--- src/rtl/clock_pkg.sv ---
// Shared types and constants for the HH:MM clock: edit states, BCD digit pairs,
// range limits, blink masks and wrap-around BCD increment/decrement helpers.
package clock_pkg;

  typedef enum logic [1:0] {
    RUN     = 2'd0,
    SET_HR  = 2'd1,
    SET_MIN = 2'd2
  } state_t;

  typedef logic [3:0] bcd_t;

  typedef struct packed {
    bcd_t tens;
    bcd_t units;
  } bcd2_t;

  localparam int MAX_HR  = 23;
  localparam int MAX_MIN = 59;

  localparam logic [3:0] BK_HR   = 4'b1100;
  localparam logic [3:0] BK_MIN  = 4'b0011;
  localparam logic [3:0] BK_NONE = 4'b0000;

  localparam bcd2_t HR_MAX_BCD  = {4'(MAX_HR / 10), 4'(MAX_HR % 10)};
  localparam bcd2_t MIN_MAX_BCD = {4'(MAX_MIN / 10), 4'(MAX_MIN % 10)};

  // Two-digit BCD +1 wrapping from max back to 00.
  function automatic bcd2_t bcd_inc(input bcd2_t v, input bcd2_t max);
    bcd2_t r;
    r = v;
    if (v == max) begin
      r = '0;
    end else if (v.units == 4'd9) begin
      r.tens  = v.tens + 4'd1;
      r.units = 4'd0;
    end else begin
      r.units = v.units + 4'd1;
    end
    return r;
  endfunction

  // Two-digit BCD -1 wrapping from 00 up to max.
  function automatic bcd2_t bcd_dec(input bcd2_t v, input bcd2_t max);
    bcd2_t r;
    r = v;
    if (v == '0) begin
      r = max;
    end else if (v.units == 4'd0) begin
      r.tens  = v.tens - 4'd1;
      r.units = 4'd9;
    end else begin
      r.units = v.units - 4'd1;
    end
    return r;
  endfunction

endpackage

--- src/rtl/btn_debounce.sv ---
// Push-button conditioner: 2-FF synchronizer, stability counter, and a single
// 1-cycle pulse on each accepted press (rising edge of the stable level).
module btn_debounce #(
  parameter int DEB_CYCLES = 500_000
) (
  input  logic clock,
  input  logic reset,
  input  logic raw,
  output logic pulse
);

  localparam int CW = (DEB_CYCLES > 1) ? $clog2(DEB_CYCLES) : 1;

  logic          meta;
  logic          sync;
  logic          stable;
  logic [CW-1:0] cnt;

  always_ff @(posedge clock or negedge reset) begin
    if (!reset) begin
      meta   <= 1'b0;
      sync   <= 1'b0;
      stable <= 1'b0;
      cnt    <= '0;
      pulse  <= 1'b0;
    end else begin
      meta  <= raw;
      sync  <= meta;
      pulse <= 1'b0;
      // Any return to the stable level restarts the stability window.
      if (sync == stable) begin
        cnt <= '0;
      end else if (cnt == CW'(DEB_CYCLES - 1)) begin
        stable <= sync;
        cnt    <= '0;
        pulse  <= sync;
      end else begin
        cnt <= cnt + CW'(1);
      end
    end
  end

endmodule

--- src/rtl/clock_time_setter.sv ---
// HH:MM timekeeper with button-driven hour/minute editing; emits BCD digits
// (dig0 = minutes units) plus per-digit blink enables for the display driver.
module clock_time_setter
  import clock_pkg::*;
#(
  parameter int CLK_HZ     = 50_000_000,
  parameter int DEB_CYCLES = 500_000
) (
  input  logic       clock,
  input  logic       reset,
  input  logic       btn_mode,
  input  logic       btn_inc,
  input  logic       btn_dec,
  output logic [3:0] dig0,
  output logic [3:0] dig1,
  output logic [3:0] dig2,
  output logic [3:0] dig3,
  output logic [3:0] bk,
  output logic       editing
);

  localparam int PW = (CLK_HZ > 1) ? $clog2(CLK_HZ) : 1;

  logic          mode_p;
  logic          inc_p;
  logic          dec_p;
  state_t        state;
  bcd2_t         hr;
  bcd2_t         mn;
  logic [PW-1:0] presc;
  logic [5:0]    sec;

  btn_debounce #(.DEB_CYCLES(DEB_CYCLES)) u_mode (
    .clock(clock), .reset(reset), .raw(btn_mode), .pulse(mode_p)
  );
  btn_debounce #(.DEB_CYCLES(DEB_CYCLES)) u_inc (
    .clock(clock), .reset(reset), .raw(btn_inc), .pulse(inc_p)
  );
  btn_debounce #(.DEB_CYCLES(DEB_CYCLES)) u_dec (
    .clock(clock), .reset(reset), .raw(btn_dec), .pulse(dec_p)
  );

  assign dig0 = mn.units;
  assign dig1 = mn.tens;
  assign dig2 = hr.units;
  assign dig3 = hr.tens;

  always_ff @(posedge clock or negedge reset) begin
    if (!reset) begin
      state   <= RUN;
      hr      <= '0;
      mn      <= '0;
      presc   <= '0;
      sec     <= '0;
      bk      <= BK_NONE;
      editing <= 1'b0;
    end else begin
      case (state)
        RUN: begin
          // Time advances in the same cycle a mode press leaves RUN.
          if (presc == PW'(CLK_HZ - 1)) begin
            presc <= '0;
            if (sec == 6'd59) begin
              sec <= '0;
              mn  <= bcd_inc(mn, MIN_MAX_BCD);
              if (mn == MIN_MAX_BCD) hr <= bcd_inc(hr, HR_MAX_BCD);
            end else begin
              sec <= sec + 6'd1;
            end
          end else begin
            presc <= presc + PW'(1);
          end
          if (mode_p) begin
            state   <= SET_HR;
            bk      <= BK_HR;
            editing <= 1'b1;
          end
        end
        SET_HR: begin
          if (inc_p && !dec_p)      hr <= bcd_inc(hr, HR_MAX_BCD);
          else if (dec_p && !inc_p) hr <= bcd_dec(hr, HR_MAX_BCD);
          if (mode_p) begin
            state <= SET_MIN;
            bk    <= BK_MIN;
          end
        end
        SET_MIN: begin
          if (inc_p && !dec_p)      mn <= bcd_inc(mn, MIN_MAX_BCD);
          else if (dec_p && !inc_p) mn <= bcd_dec(mn, MIN_MAX_BCD);
          if (mode_p) begin
            state   <= RUN;
            bk      <= BK_NONE;
            editing <= 1'b0;
            presc   <= '0;
            sec     <= '0;
          end
        end
        default: begin
          state   <= RUN;
          bk      <= BK_NONE;
          editing <= 1'b0;
        end
      endcase
    end
  end

endmodule

--- config.mk ---
export PLATFORM = sky130hd
export DESIGN_NAME = clock_time_setter
export DESIGN_NICKNAME = d
export VERILOG_FILES = /design/src/rtl/clock_pkg.sv /design/src/rtl/btn_debounce.sv /design/src/rtl/clock_time_setter.sv
export SDC_FILE = /design/constraint.sdc
export NUM_CORES = 1
export LEC_CHECK = 0
export BUFFER_PORTS_ARGS = -buffer_cell sky130_fd_sc_hd__buf_4
export CAP_MARGIN = 20
export CORE_ASPECT_RATIO = 1.5
export CORE_UTILIZATION = 60
export CTS_CLUSTER_SIZE = 30
export DETAILED_ROUTE_END_ITERATION = 12
export GPL_TIMING_DRIVEN = 0
export PLACE_DENSITY = 0.79
export SLEW_MARGIN = 20
export SYNTH_ARGS = -nofsm -noshare
export SYNTH_HDL_FRONTEND = slang
export SYNTH_SLANG_ARGS = --single-unit
--- constraint.sdc ---
create_clock -name clock -period 2.9 [get_ports clock]
set_input_delay 0 -clock clock [delete_from_list [all_inputs] [get_ports clock]]
set_output_delay 0 -clock clock [all_outputs]
set_load 0.01 [all_outputs]
Yosys cells after proc, flatten, opt, wreduce, memory -nomap -nowiden
Cells that the tools add are included.
- bits in registers: 124
- output and inout port bits: 21
- bitwise gates (word level): 4
- add/subtract/negate cells: 13
- reductions and logical operators: 22
- muxes and demuxes: 53
- equal/unequal tests: 24
- operators with widths (cell ; count):
    19-bit two-way mux ; 6
    8-bit two-way mux ; 13
    19-bit by 1-bit adder with 19-bit output, second input constant ; 3
    19-bit == test, second input constant ; 3
    26-bit two-way mux ; 2
    26-bit case mux with 2 select lines ; 1
    4-bit two-way mux ; 11
    8-bit case mux with 2 select lines ; 2
    26-bit by 1-bit adder with 26-bit output, second input constant ; 1
    26-bit == test, second input constant ; 1
    6-bit two-way mux ; 3
    4-bit by 1-bit adder with 4-bit output, second input constant ; 4
    8-bit logical NOT ; 2
    4-bit by 1-bit subtractor with 4-bit output, second input constant ; 4
    4-bit case mux with 3 select lines ; 1
    6-bit case mux with 2 select lines ; 1
    5-bit AND reduction ; 2
    3-bit AND reduction ; 3
    4-bit == test, second input constant ; 2
    8-bit by 6-bit == test with 1-bit output, second input constant ; 1
    8-bit by 7-bit == test with 1-bit output, second input constant ; 1
    4-bit logical NOT ; 2
    1-bit two-way mux ; 8
    4-bit != test, second input constant ; 2
    19 further kinds ; 37

Longest topological paths before layout
- depth after elaboration: 7
- gate-level depth with buffers: 9

Modules after synthesis
From an unflattened synthesis, not the netlist that was laid out.
- cells, all modules: 743
- area, all modules: 6914.1 sq um
- modules (own cells, without submodules) (module ; area an instance (sq um) ; times used ; cells each):
    clock_time_setter ; 3558.4 ; 1 ; 413
    btn_debounce ; 1118.6 ; 3 ; 110

Least setup slack after synthesis
OpenSTA, ideal clock, no wires.
- kind: flip-flop to flip-flop
- start: register presc[7]
- end: register hr (netlist bit dig2[1])
- arrival time: 2271 ps
- cell stages (with the launch flop): 8
- path slack: 505 ps
- required time: 2775 ps
- path buffers: 2
- cells stage by stage: dfrtp_1 buf_2 or4b_2 nor4b_4 and4_1 buf_2 or2_2 mux2_2
- longest elaborated chain between the ends: 3
- RTL lines (what ; RTL line ; source):
    start, declared ; clock_time_setter.sv:30 ; logic [PW-1:0] presc;
    start signal, assigned ; clock_time_setter.sv:71 ; presc <= presc + PW'(1);
    26-bit == test ; clock_time_setter.sv:61 ; if (presc == PW'(CLK_HZ - 1)) begin
    2-bit != test (no source line) ; - ;
    5-bit AND reduction (no source line) ; - ;
    end signal, assigned ; clock_time_setter.sv:66 ; if (mn == MIN_MAX_BCD) hr <= bcd_inc(hr, HR_MAX_BCD);
    end signal, assigned ; clock_time_setter.sv:80 ; if (inc_p && !dec_p) hr <= bcd_inc(hr, HR_MAX_BCD);
    end signal, assigned ; clock_time_setter.sv:81 ; else if (dec_p && !inc_p) hr <= bcd_dec(hr, HR_MAX_BCD);
    end, declared ; clock_time_setter.sv:28 ; bcd2_t hr;
No other way between the ends.
A chain may end at the register's enable or synchronous reset.

Worst setup path after layout
- start: register presc[11]
- end: register sec[5]
- longest elaborated chain between the ends: 3
- RTL lines (what ; RTL line ; source):
    26-bit == test ; clock_time_setter.sv:61 ;
    2-bit != test (no source line) ; - ;
    3-bit AND reduction (no source line) ; - ;
    end signal, assigned ; clock_time_setter.sv:68 ; sec <= sec + 6'd1;
    end, declared ; clock_time_setter.sv:31 ; logic [5:0] sec;
No other way between the ends.

==> impl_metrics.yaml <==
status:
  status: "completed"
critical_path:
  r2r.worst_path.cells: 7
  path_class: "reg -> reg"
  path_max_fanout: 10
  worstPathRequired_ns: 3.18
  timing.rr.end: "sec[5]"
  end_kind: "flip-flop"
  arrival_ns: 2.95
  crit_path_start_kind: "flip-flop"
  r2r_setup_slack_ns: 0.22
  worstReg2RegStart: "presc[11]"
synth:
  synth_top_family_by_area: "simple AND/OR/NAND/NOR gates"
  ys_types: 67
  async_flop_share: 1.00
  syn_nets: 736
  yosys.area.top_type_share: 0.449
  ys_seq_area_frac: 0.449
  synth_area_um2: 6690
  yosys.area.top_type: "dfrtp_1"
  synthFlopType: "dfrtp_1"
  synth-xor-area-share: 0.0838
  ys_top_cells_by_area: "dfrtp_1 45%, nor2_1 5.6%, xor2_1 4.3%"
  yosysMostFrequentCell: "dfrtp_1"
  synth-warning-count: 0
  yosys.area_share.simple: 0.261
  synth_edf_count: 0
  ys_top_cells_by_count: "120 x dfrtp_1, 100 x nor2_1, 48 x nand2_1, 41 x nand3_1, 33 x xor2_1"
  postSynthAreaPerCell_um2: 9.41
  synth-compound-area-share: 0.120
  synthMuxAreaShare: 0.0159
  ys_seq_elements: 120
  syn_inst: 711
  synth_fa_ha_area_frac: 0.0374
global_routing:
  grt_usage: 0.272
  grt_pass1_vias: 5692
  grt_use_met3: 0.0540
  use_met1: 0.298
  busiest_layer: "met2"
  gr-total-overflow: 0
  grt_antenna_before_repair: 0
  gr-usage-met2: 0.486
  grt_max_degree: 71
  grt_pass1_wl_um: 24900
power_and_ir_drop:
  total_leakage_power_nw: 3.29
  power_density_nw_per_um2: 478
  vdd_drop_max_mv: 0.428
  power_mw: 3.67
sta:
  timing.final.ws_setup_ns: 0.225
  fin_crit_sh: 0.922
  rsz0062_at_grt: "no"
  fin_tns_setup_ns: 0
  whs_ns: 0.122
  fin_crit_ns: 2.68
  timing.fmax_mhz: 374
  setup_viol: 0
  slew_headroom: 0.393
  worst_pin_slew_ns: 0.911
  slew_violations: 0
  finalHoldViolCount: 0
  fin_skew_ns: 0.0135
layout:
  post-route-util: 0.717
  num-nets-final: 785
  antenna_cells: 0
  areaGrowthSynthToFinish_pct: 14.7
  drive_above_1_share: 0.115
  final_cells: 917
  final_area_um2: 7680
clock_tree:
  clkTransAtPathRegs_ns: 0.06
  clockBufferDepth: 2
  cts_sinks: 120
  cts-root-buf: "clkbuf_16"
  cts.repair.resized: 0
  htreeDepth: 4
  postCtsSetupBuffers: 0
  cts_tree: "done"
  numCtsBuffers: 17
  clock_latency_ns: 0.42
detailed_routing:
  routedWlPerCell_um: 16.1
  drc_errors: 0
  drtIter0Drc: 387
  finalWirelength_um: 14800
  dr_total_vias: 5671
  via_per_inst: 6.18
  antenna_left: 0
  firstDrtPassIters: 7
die:
  ios: 26
  coreArea_um2: 10700
  row_count: 46
  die_h_um: 131
  die_x_um: 88.2
  die_area_um2: 11600
  initial_core_util: 0.625
placed_design:
  dp_hpwl_um: 10300
  dp_slack_ns: 0.172
  dp.cells: 881
  placed_area_um2: 7090
  place.gp.congestion: 0.933
  io_buffers: 25
flow_run:
  maxCapViolations: 0
worst_hold_path:
  min_path_type: "in -> async"
[layout make-up]
class / count / area [µm²]
plain buffers: 25 / 123
clock buffers: 18 / 439
clock inverters: 14 / 103
fillers: 810 / 3030
inverters: 26 / 97.6
multi-input cells: 540 / 3470
flip-flops and latches: 120 / 3000
well taps: 144 / 180
repair buffers: 30 / 259
[registers in the layout, summed over array words and instances (netlist names), 2 cells and up]
| register | count |
|---|---|
| u_inc.cnt | 19 |
| u_mode.cnt | 19 |
| dig0 | 4 |
| dig2 | 4 |
| bk | 2 |
| dig3 | 4 |
| dig1 | 4 |
| u_dec.cnt | 19 |
| presc | 26 |
| sec | 6 |
[timing repair]
item,4_1_cts,5_1_grt
endpoints found under the hold margin,53,0
hold buffers,4,0
endpoints found under the setup margin,0,0
[kinds of logic after synthesis]
logic type	after synthesis
mux	10
fa+ha+maj	20
xor+xnor	64
compound gates	114
buf+inv	51
simple gates	332
flops	120
[per-layer routing]
metal  part of all wire  vias up  wire (µm)
met3              0.041       41        611
met1               0.40     2779       5840
li1                   -     2679          -
met2               0.54      172       7900
met5                  0        -          0
met4              0.027        0        393
[power by group]
| part | internal (mW) | total [mW] | switching (mW) |
|---|---|---|---|
| Combinational | 0.0239 | 0.0789 | 0.0550 |
| Clock | 1.11 | 1.88 | 0.773 |
| Sequential | 1.69 | 1.70 | 0.0141 |
| Total | 2.83 | 3.67 | 0.842 |
[how the worst max path moves through the flow]
stage	end	slack, ns	from	cells past startpoint
6_report	sec[5]	0.22	presc[11]	7
5_1_grt	sec[5]	0.15	presc[11]	7
4_1_cts	dig1[2]	0.14	bk[1]	5
3_5_place_dp	dig1[2]	0.17	bk[1]	5
3_3_place_gp	dig1[2]	0.22	bk[1]	5
2_1_floorplan	dig2[1]	0.50	presc[7]	7
[cell usage in the layout (no fill, tap or decap), types with 5 or more instances in the layout]
| master | count |
|---|---|
| nand4_1 | 25 |
| and4_1 | 8 |
| or2_2 | 6 |
| inv_1 | 26 |
| clkbuf_16 | 17 |
| o211ai_1 | 7 |
| o31ai_1 | 6 |
| ha_1 | 20 |
| buf_4 | 26 |
| nor2_1 | 100 |
| and3_1 | 16 |
| nand2b_1 | 7 |
| nor4_1 | 14 |
| xor2_1 | 33 |
| dfrtp_1 | 120 |
| mux2_2 | 5 |
| xnor2_1 | 31 |
| nor3_1 | 24 |
| o21ai_0 | 23 |
| nand3_1 | 41 |
| clkinv_4 | 5 |
| nor3b_1 | 6 |
| mux2i_1 | 5 |
| a31oi_1 | 19 |
| nor4b_1 | 6 |
| nand2_1 | 48 |
| a21oi_1 | 13 |
| clkbuf_1 | 18 |
[worst max-delay path, cell delays in order, from the launching register on]
cell and delay (ns):
dfrtp_1 0.38, buf_6 0.14, or4b_4 0.52, or4_4 0.54
nor4_4 0.50, o21a_4 0.25, buf_8 0.14, o211ai_2 0.08
No activity file was read; power rests on OpenSTA's default activity.
